File: config.mk
export PLATFORM = sky130hd
export DESIGN_NAME = pl_rv32_mem_arbiter_flat
export DESIGN_NICKNAME = d
export VERILOG_FILES = /design/src/rtl/pl_rv32_mem_arbiter_if.sv /design/src/rtl/pl_rv32_mem_arbiter.sv /design/src/flat_wrapper.sv
export SDC_FILE = /design/constraint.sdc
export NUM_CORES = 1
export LEC_CHECK = 0
export ABC_AREA = 0
export CAP_MARGIN = 15
export CORE_AREA = 5 5 106 108
export DETAILED_ROUTE_END_ITERATION = 6
export DIE_AREA = 0 0 111 113
export GPL_ROUTABILITY_DRIVEN = 0
export HOLD_SLACK_MARGIN = 0.02
export PLACE_DENSITY_LB_ADDON = 0.08
export SLEW_MARGIN = 10
export SYNTH_ARGS = -nofsm -noshare
export SYNTH_HDL_FRONTEND = slang
export SYNTH_SLANG_ARGS = --single-unit
export TNS_END_PERCENT = 10
File: constraint.sdc
create_clock -name clk -period 2.9 [get_ports clk]
set_clock_uncertainty 0.2 [all_clocks]
set_input_delay 0.58 -clock clk [delete_from_list [all_inputs] [get_ports clk]]
set_output_delay 0.58 -clock clk [all_outputs]
set_load 0.02 [all_outputs]
File: src/rtl/pl_rv32_mem_arbiter_if.sv
// pl_rv32_mem_arbiter_if: fetch, data and memory bus signals shared by the arbiter and its environment
interface pl_rv32_mem_arbiter_if;
  logic        if_req;
  logic [31:0] if_addr;
  logic        if_gnt;
  logic        if_rvalid;
  logic [31:0] if_rdata;
  logic        if_err;
  logic        dm_req;
  logic        dm_we;
  logic [31:0] dm_addr;
  logic [31:0] dm_wdata;
  logic [3:0]  dm_wstrb;
  logic        dm_gnt;
  logic        dm_rvalid;
  logic [31:0] dm_rdata;
  logic        dm_err;
  logic        mem_req;
  logic        mem_we;
  logic [31:0] mem_addr;
  logic [31:0] mem_wdata;
  logic [3:0]  mem_wstrb;
  logic        mem_gnt;
  logic        mem_rvalid;
  logic [31:0] mem_rdata;
  logic        busy;
  modport master (
    input  if_req, if_addr, dm_req, dm_we, dm_addr, dm_wdata, dm_wstrb, mem_gnt, mem_rvalid, mem_rdata,
    output if_gnt, if_rvalid, if_rdata, if_err, dm_gnt, dm_rvalid, dm_rdata, dm_err,
           mem_req, mem_we, mem_addr, mem_wdata, mem_wstrb, busy
  );
  modport slave (
    output if_req, if_addr, dm_req, dm_we, dm_addr, dm_wdata, dm_wstrb, mem_gnt, mem_rvalid, mem_rdata,
    input  if_gnt, if_rvalid, if_rdata, if_err, dm_gnt, dm_rvalid, dm_rdata, dm_err,
           mem_req, mem_we, mem_addr, mem_wdata, mem_wstrb, busy
  );
endinterface

File: src/rtl/pl_rv32_mem_arbiter.sv
// pl_rv32_mem_arbiter: shares one memory bus between fetch and data ports; optional fetch starvation guard via PL_MEM_ARB_STARVE_GUARD_EN
module pl_rv32_mem_arbiter #(
  parameter int TIMEOUT = 64
`ifdef PL_MEM_ARB_STARVE_GUARD_EN
  , parameter int STARVE_LIMIT = 4
`endif
) (
  input logic clk,
  input logic rst,
  pl_rv32_mem_arbiter_if.master bus
);
  typedef enum logic [1:0] {IDLE, REQ, WAIT} state_t;
  localparam int CW = $clog2(TIMEOUT);
  state_t        r_state;
  logic          r_owner;
  logic [CW-1:0] r_cnt;
  logic w_force, w_sel_dm, w_sel_req, w_req, w_gnt, w_ok, w_to, w_rv, w_any;
`ifdef PL_MEM_ARB_STARVE_GUARD_EN
  localparam int SW = $clog2(STARVE_LIMIT + 1) > 3 ? $clog2(STARVE_LIMIT + 1) : 3;
  logic [SW-1:0] r_starve;
  assign w_force = bus.if_req && r_starve == SW'(STARVE_LIMIT);
`else
  assign w_force = 1'b0;
`endif
  assign w_any     = bus.if_req || bus.dm_req;
  assign w_sel_dm  = r_state == IDLE ? bus.dm_req && !w_force : r_owner;
  assign w_sel_req = w_sel_dm ? bus.dm_req : bus.if_req;
  assign w_req     = !rst && r_state != WAIT && w_sel_req;
  assign w_gnt     = w_req && bus.mem_gnt;
  assign w_ok      = r_state == WAIT && bus.mem_rvalid;
  assign w_to      = r_state == WAIT && !bus.mem_rvalid && r_cnt == CW'(TIMEOUT - 1);
  assign w_rv      = w_ok || w_to;
  assign bus.mem_req   = w_req;
  assign bus.mem_we    = w_req && w_sel_dm && bus.dm_we;
  assign bus.mem_addr  = !w_req ? '0 : w_sel_dm ? bus.dm_addr : bus.if_addr;
  assign bus.mem_wdata = w_req && w_sel_dm ? bus.dm_wdata : '0;
  assign bus.mem_wstrb = !w_req ? '0 : w_sel_dm ? bus.dm_wstrb : 4'hF;
  assign bus.if_gnt    = w_gnt && !w_sel_dm;
  assign bus.dm_gnt    = w_gnt && w_sel_dm;
  assign bus.if_rvalid = w_rv && !r_owner;
  assign bus.dm_rvalid = w_rv && r_owner;
  assign bus.if_err    = w_to && !r_owner;
  assign bus.dm_err    = w_to && r_owner;
  assign bus.if_rdata  = w_ok && !r_owner ? bus.mem_rdata : '0;
  assign bus.dm_rdata  = w_ok && r_owner ? bus.mem_rdata : '0;
  assign bus.busy      = r_state != IDLE;
  // arbitration, owner lock and outstanding-response timeout
  always_ff @(posedge clk or posedge rst) begin
    if (rst) begin
      r_state <= IDLE;
      r_owner <= 1'b0;
      r_cnt   <= '0;
    end else begin
      case (r_state)
        IDLE: if (w_any) begin
          r_owner <= w_sel_dm;
          r_cnt   <= '0;
          r_state <= bus.mem_gnt ? WAIT : REQ;
        end
        REQ: if (!w_sel_req) r_state <= IDLE;
          else if (bus.mem_gnt) begin
            r_state <= WAIT;
            r_cnt   <= '0;
          end
        WAIT: if (w_rv) r_state <= IDLE;
          else r_cnt <= r_cnt + 1'b1;
        default: r_state <= IDLE;
      endcase
    end
  end
`ifdef PL_MEM_ARB_STARVE_GUARD_EN
  // count data wins over a waiting fetch; clears whenever fetch wins
  always_ff @(posedge clk or posedge rst) begin
    if (rst) r_starve <= '0;
    else if (r_state == IDLE && w_any)
      r_starve <= !w_sel_dm ? '0 : bus.if_req ? r_starve + 1'b1 : r_starve;
  end
`endif
endmodule
File: src/flat_wrapper.sv
// flat-port wrapper written by rule: the top's interface ports become plain ports
module pl_rv32_mem_arbiter_flat 
#(
  parameter int TIMEOUT = 64

)
  (clk, rst, bus_if_req, bus_if_addr, bus_dm_req, bus_dm_we, bus_dm_addr, bus_dm_wdata, bus_dm_wstrb, bus_mem_gnt, bus_mem_rvalid, bus_mem_rdata, bus_if_gnt, bus_if_rvalid, bus_if_rdata, bus_if_err, bus_dm_gnt, bus_dm_rvalid, bus_dm_rdata, bus_dm_err, bus_mem_req, bus_mem_we, bus_mem_addr, bus_mem_wdata, bus_mem_wstrb, bus_busy);
  pl_rv32_mem_arbiter_if bus_i ();
  input logic clk;
  input logic rst;
  input wire logic [$bits(bus_i.if_req)-1:0] bus_if_req;
  input wire logic [$bits(bus_i.if_addr)-1:0] bus_if_addr;
  input wire logic [$bits(bus_i.dm_req)-1:0] bus_dm_req;
  input wire logic [$bits(bus_i.dm_we)-1:0] bus_dm_we;
  input wire logic [$bits(bus_i.dm_addr)-1:0] bus_dm_addr;
  input wire logic [$bits(bus_i.dm_wdata)-1:0] bus_dm_wdata;
  input wire logic [$bits(bus_i.dm_wstrb)-1:0] bus_dm_wstrb;
  input wire logic [$bits(bus_i.mem_gnt)-1:0] bus_mem_gnt;
  input wire logic [$bits(bus_i.mem_rvalid)-1:0] bus_mem_rvalid;
  input wire logic [$bits(bus_i.mem_rdata)-1:0] bus_mem_rdata;
  output wire logic [$bits(bus_i.if_gnt)-1:0] bus_if_gnt;
  output wire logic [$bits(bus_i.if_rvalid)-1:0] bus_if_rvalid;
  output wire logic [$bits(bus_i.if_rdata)-1:0] bus_if_rdata;
  output wire logic [$bits(bus_i.if_err)-1:0] bus_if_err;
  output wire logic [$bits(bus_i.dm_gnt)-1:0] bus_dm_gnt;
  output wire logic [$bits(bus_i.dm_rvalid)-1:0] bus_dm_rvalid;
  output wire logic [$bits(bus_i.dm_rdata)-1:0] bus_dm_rdata;
  output wire logic [$bits(bus_i.dm_err)-1:0] bus_dm_err;
  output wire logic [$bits(bus_i.mem_req)-1:0] bus_mem_req;
  output wire logic [$bits(bus_i.mem_we)-1:0] bus_mem_we;
  output wire logic [$bits(bus_i.mem_addr)-1:0] bus_mem_addr;
  output wire logic [$bits(bus_i.mem_wdata)-1:0] bus_mem_wdata;
  output wire logic [$bits(bus_i.mem_wstrb)-1:0] bus_mem_wstrb;
  output wire logic [$bits(bus_i.busy)-1:0] bus_busy;
  assign bus_i.if_req = bus_if_req;
  assign bus_i.if_addr = bus_if_addr;
  assign bus_i.dm_req = bus_dm_req;
  assign bus_i.dm_we = bus_dm_we;
  assign bus_i.dm_addr = bus_dm_addr;
  assign bus_i.dm_wdata = bus_dm_wdata;
  assign bus_i.dm_wstrb = bus_dm_wstrb;
  assign bus_i.mem_gnt = bus_mem_gnt;
  assign bus_i.mem_rvalid = bus_mem_rvalid;
  assign bus_i.mem_rdata = bus_mem_rdata;
  assign bus_if_gnt = bus_i.if_gnt;
  assign bus_if_rvalid = bus_i.if_rvalid;
  assign bus_if_rdata = bus_i.if_rdata;
  assign bus_if_err = bus_i.if_err;
  assign bus_dm_gnt = bus_i.dm_gnt;
  assign bus_dm_rvalid = bus_i.dm_rvalid;
  assign bus_dm_rdata = bus_i.dm_rdata;
  assign bus_dm_err = bus_i.dm_err;
  assign bus_mem_req = bus_i.mem_req;
  assign bus_mem_we = bus_i.mem_we;
  assign bus_mem_addr = bus_i.mem_addr;
  assign bus_mem_wdata = bus_i.mem_wdata;
  assign bus_mem_wstrb = bus_i.mem_wstrb;
  assign bus_busy = bus_i.busy;
  pl_rv32_mem_arbiter #(.TIMEOUT(TIMEOUT)) u_core (.clk(clk), .rst(rst), .bus(bus_i));
endmodule
After elaboration in Yosys (flattened, before gate mapping)
Index checks and enable logic that the tools add are counted.
Word-level totals
  bits in registers: 9
  output and inout bits: 141
  word-level logic and storage cells: 62
Operators by class
  add/sub/neg operators: 1
  equality and inequality tests: 10
  mux-type cells: 20
  reduce and logical (&&, ||, !) cells: 28
Operator list (number)
  32-bit 2-to-1 mux: 5
  6-bit 2-to-1 mux: 4
  6-bit one-hot mux with 3 select lines: 1
  1-bit logical AND: 16
  2-bit 2-to-1 mux: 5
  4-bit 2-to-1 mux: 2
  6-bit by 1-bit adder with 6-bit output, second input constant: 1
  6-bit == test, second input constant: 1
  2-bit by 1-bit inequality test with 1-bit output, second input constant: 3
  2-bit inequality test, second input constant: 3
  2-bit one-hot mux with 3 select lines: 1
  5-bit AND reduction: 1
  1-bit logical NOT: 4
  3-bit inequality test, second input constant: 1
  3-bit AND reduction: 1
  3-bit nonzero test: 1
  2-bit by 1-bit == test with 1-bit output, second input constant: 1
  2-bit == test, second input constant: 1
  2-bit logical NOT: 1
  1-bit logical OR: 2
  1-bit 2-to-1 mux: 2
  2-bit AND reduction: 1
  2-bit nonzero test: 1

Logic depth before layout (Yosys ltp)
  depth after elaboration: 6
  mapped depth: 7

Worst setup path after synthesis
Ideal clock, no wire load.
  path type: register to output
  start: register u_core.r_state[1]
  end: output bus_mem_addr[25]
  arrival: 1.888 ns
  path slack: 0.232 ns
  stages on the path, launching flop included: 8
  buffers on the path: 3
  cell sequence: dfrtp_1 > buf_4 > nor2_1 > mux2i_1 > buf_4 > buf_2 > nand2_1 > a21oi_1
Between the ends
  longest elaborated chain between the ends: 5
  elaborated cells between the ends (all ways): 8
Ends and longest elaborated chain
  start: declaration: line pl_rv32_mem_arbiter.sv:14  | state_t r_state;
  start signal: assignment: line pl_rv32_mem_arbiter.sv:58  | r_state <= bus.mem_gnt ? WAIT : REQ;
  2-bit logical NOT: line pl_rv32_mem_arbiter.sv:26  | assign w_sel_dm = r_state == IDLE ? bus.dm_req && !w_force : r_owner;
  1-bit 2-to-1 mux: line pl_rv32_mem_arbiter.sv:26
  1-bit 2-to-1 mux: line pl_rv32_mem_arbiter.sv:27  | assign w_sel_req = w_sel_dm ? bus.dm_req : bus.if_req;
  1-bit logical AND: line pl_rv32_mem_arbiter.sv:28  | assign w_req = !rst && r_state != WAIT && w_sel_req;
  32-bit 2-to-1 mux (*): line pl_rv32_mem_arbiter.sv:35  | assign bus.mem_addr = !w_req ? '0 : w_sel_dm ? bus.dm_addr : bus.if_addr;
  end: declaration: line flat_wrapper.sv:31  | output wire logic [$bits(bus_i.mem_addr)-1:0] bus_mem_addr;
Mark *: on every way between the ends. The rest lies on a longest branch, timed or not.

Worst setup path after layout
  start: input bus_mem_rvalid
  end: output bus_dm_rvalid
Between the ends
  longest elaborated chain between the ends: 5
  elaborated cells between the ends (all ways): 6
Ends and longest elaborated chain
  start: declaration: line flat_wrapper.sv:19  | input wire logic [$bits(bus_i.mem_rvalid)-1:0] bus_mem_rvalid;
  1-bit logical NOT: line pl_rv32_mem_arbiter.sv:31  | assign w_to = r_state == WAIT && !bus.mem_rvalid && r_cnt == CW'(TIMEOUT - 1);
  1-bit logical AND (2 in a row): line pl_rv32_mem_arbiter.sv:31
  1-bit logical OR (*): line pl_rv32_mem_arbiter.sv:32  | assign w_rv = w_ok || w_to;
  1-bit logical AND (*): line pl_rv32_mem_arbiter.sv:41  | assign bus.dm_rvalid = w_rv && r_owner;
  end: declaration: line flat_wrapper.sv:26  | output wire logic [$bits(bus_i.dm_rvalid)-1:0] bus_dm_rvalid;
Marked as above.

==> results.py <==
metrics = {
    "worst_setup_path": {
        "crit_cells": 5,
        "worst_path_largest_cell_delay_ns": 0.45,
        "rr_worst_depth": 17,
        "startpoint_type": "primary input",
        "reg2reg_slack_ns": 0.13,
        "crit_chain": "clkdlybuf4s50_1 > or3b_1 > nor3_4 > or2_2 > clkdlybuf4s15_1",
        "worst-setup-path-type": "in -> out",
        "cp-end-kind": "output port",
        "crit_slowest_cell": "clkdlybuf4s50_1",
        "crit_start": "bus_mem_rvalid",
        "timing.rr.start": "u_core.r_owner",
        "crit_family": "buffers and inverters",
        "crit_required_ns": 2.12,
        "path_max_fanout": 3,
        "r2r_end": "u_core.r_cnt[5]",
        "critPathArrivalTime_ns": 2.07,
        "critical_path_buf_inv_count": 2,
        "cp-endpoint": "bus_dm_rvalid",
    },
    "synthesis": {
        "ys.flop_type": "dfrtp_1",
        "syn-mean-instance-area_sq_um": 6.043,
        "yosysWarnings": 0,
        "synthDistinctLibCells": 31,
        "synth-async-reset-ratio": 1.000,
        "seq_area_frac_synth": 0.1247,
        "synth_edf_count": 0,
        "syn-instance-count": 299,
        "netlist_area_sq_um": 1807,
        "ys_ff_latch": 9,
        "syn_nets": 439,
    },
    "final_layout": {
        "area_growth_pct": 170.8,
        "layout_commonest_cell": "clkdlybuf4s50_1",
        "diodes": 0,
        "nNetsFinal": 746,
        "drive_above_1_share": 0.2347,
        "final_cell_mix": "clkdlybuf4s50_1, and2_1, nand2_1",
    },
    "sta": {
        "period_share": 0.9824,
        "fmax_mhz": 351.0,
        "slew-limit-headroom": 0.7530,
        "setup_viol_count_final": 0,
        "rsz0062_at_grt": "yes",
        "min_period_ns": 2.849,
        "finalHoldViolCount": 0,
        "whs_ns": 0.2652,
        "worst-slew-pin-transition_ns": 0.3701,
        "setup_slack_ns": 0.05109,
        "drv_slew": 0,
    },
    "detailed_routing": {
        "wl_per_cell_microns": 14.75,
        "drc": 0,
        "drt_pass1_iterations": 4,
        "viasPerCell": 4.142,
        "ant_nets": 0,
        "drt-initial-drc-count": 114,
        "wirelength_mm": 10.93,
        "vias": 3069,
    },
    "run_status": {
        "status": "finished, final reports clean",
    },
    "clock_network": {
        "ctsHoldBuffers": 0,
        "clk_pin_slew_worst_paths_ns": 0.05,
        "cts_tree": "built",
        "clockBufferDepth": 2,
        "cts_buffers": 3,
        "ctsRootBufferMaster": "clkbuf_8",
        "h-tree-depth": 1,
        "cts_sinks": 9,
        "worstSkewPairLatency_ns": 0.24,
    },
    "floorplanning": {
        "die_h_microns": 113,
        "fp.dieArea_sq_um": 12540,
        "die_w_microns": 111,
        "core_sq_um": 10140,
        "start_util": 0.1782,
        "fp-row-count": 37,
        "ioPinCount": 280,
    },
    "global_route": {
        "grt_pass1_wl_mm": 16.62,
        "grt_pass1_vias": 3169,
        "grt_busiest_layer": "met2",
        "grt_remaining_overflow": 0,
        "grtUsageMet1": 0.1538,
        "use_met2": 0.3265,
        "grt_util_all_layers": 0.1632,
        "grtUsageMet3": 0.07059,
        "grt_max_degree": 35,
        "antenna_found_initial": 0,
    },
    "power_and_ir_drop": {
        "powerDensity_nw_per_um2": 333.1,
        "ir_drop_mv": 0.1888,
        "p_leak_uw": 0.002671,
    },
    "min_path": {
        "hold_class": "in -> async",
    },
    "placement": {
        "hpwl_mm": 9.123,
        "port-buffer-count": 279,
        "pre_cts_ws_ns": -0.7037,
    },
    "job": {
        "cap_violations": 0,
    },
}
cells in the mapped netlist, types with 4 or more instances:
| cell | number | area share |
|---|---|---|
| clkbuf_1 | 6 | 0.012 |
| nand2_1 | 69 | 0.14 |
| and2_1 | 98 | 0.34 |
| inv_1 | 9 | 0.019 |
| buf_4 | 4 | 0.017 |
| dfrtp_1 | 9 | 0.12 |
| nor3_1 | 7 | 0.019 |
| o21ai_0 | 7 | 0.019 |
| buf_2 | 7 | 0.019 |
| nor2_1 | 14 | 0.029 |
| a21oi_1 | 33 | 0.091 |
| buf_6 | 6 | 0.037 |
layer usage:
metal	vias to the layer above	part of all wire
met4	0	0.014
li1	1574	-
met3	13	0.11
met1	1319	0.33
met5	-	0
met2	163	0.54
repair_timing:
| action | 4_1_cts | 5_1_grt |
|---|---|---|
| pin swaps | 2 | 1 |
| gates resized for setup | 270 | 117 |
| endpoints found under the setup margin | 140 | 118 |
| setup buffers | 16 | 0 |
| cloned | 2 | 0 |
sequential cells by signal, summed over array words and instances (netlist names):
| signal | count |
|---|---|
| u_core.r_owner | 1 |
| u_core.r_cnt | 6 |
| u_core.r_state | 2 |
power by group:
| part | leakage [uW] | switching (uW) | internal [uW] |
|---|---|---|---|
| combinational | 0.00253 | 654 | 662 |
| clock | 0.0000228 | 55.1 | 96.3 |
| sequential | 0.000118 | 18.5 | 144 |
| total | 0.00267 | 727 | 902 |
cell families (layout without fill, tap and decap cells):
family,count (synthesis),in the layout,synth area share
AOI/OAI and AO/OA,50,50,0.1530
DFF,9,9,0.1247
adders and majority gates,1,1,0.006924
buffers and inverters,32,338,0.1046
and+or+nand+nor,203,203,0.5880
muxes,4,4,0.02285
through the flow:
| stage | cells | setup TNS, ns | instance area (sq um) | util | power (uW) |
|---|---|---|---|---|---|
| finish | 741 | 0 | 4892 | 0.4825 | 1630 |
| global route | 741 | -0.5549 | 4892 | 0.4825 | 1757 |
| CTS | 741 | -3.671 | 5040 | 0.4971 | 1670 |
| detailed placement | 719 | -57.07 | 4875 | 0.4808 | 1482 |
| global placement | 719 | -50.05 | 4875 | 0.4808 | 1474 |
| floorplan | 299 | 0 | 1807 | - | 795.5 |
final cells by class:
| cell class | count | area, sq um |
|---|---|---|
| inverters | 9 | 33.78 |
| well taps | 136 | 170.2 |
| clock buffers | 4 | 45.04 |
| multi-input cells | 258 | 1441 |
| flip-flops and latches | 9 | 226.5 |
| fillers | 1055 | 5246 |
| repair buffers | 325 | 2975 |
how the worst min path moves through the flow:
| stage | start | end | slack (ns) |
|---|---|---|---|
| final | rst | u_core.r_cnt[0] | 0.27 |
| after global routing | rst | u_core.r_cnt[3] | 0.31 |
| after CTS | rst | u_core.r_cnt[0] | 0.28 |
| after detailed placement | u_core.r_cnt[0] | u_core.r_cnt[0] | 0.31 |
| after global placement | u_core.r_cnt[0] | u_core.r_cnt[0] | 0.30 |
| after floorplan | rst | u_core.r_cnt[0] | 0.21 |
Note: power is estimated with default switching activity, not from simulation.
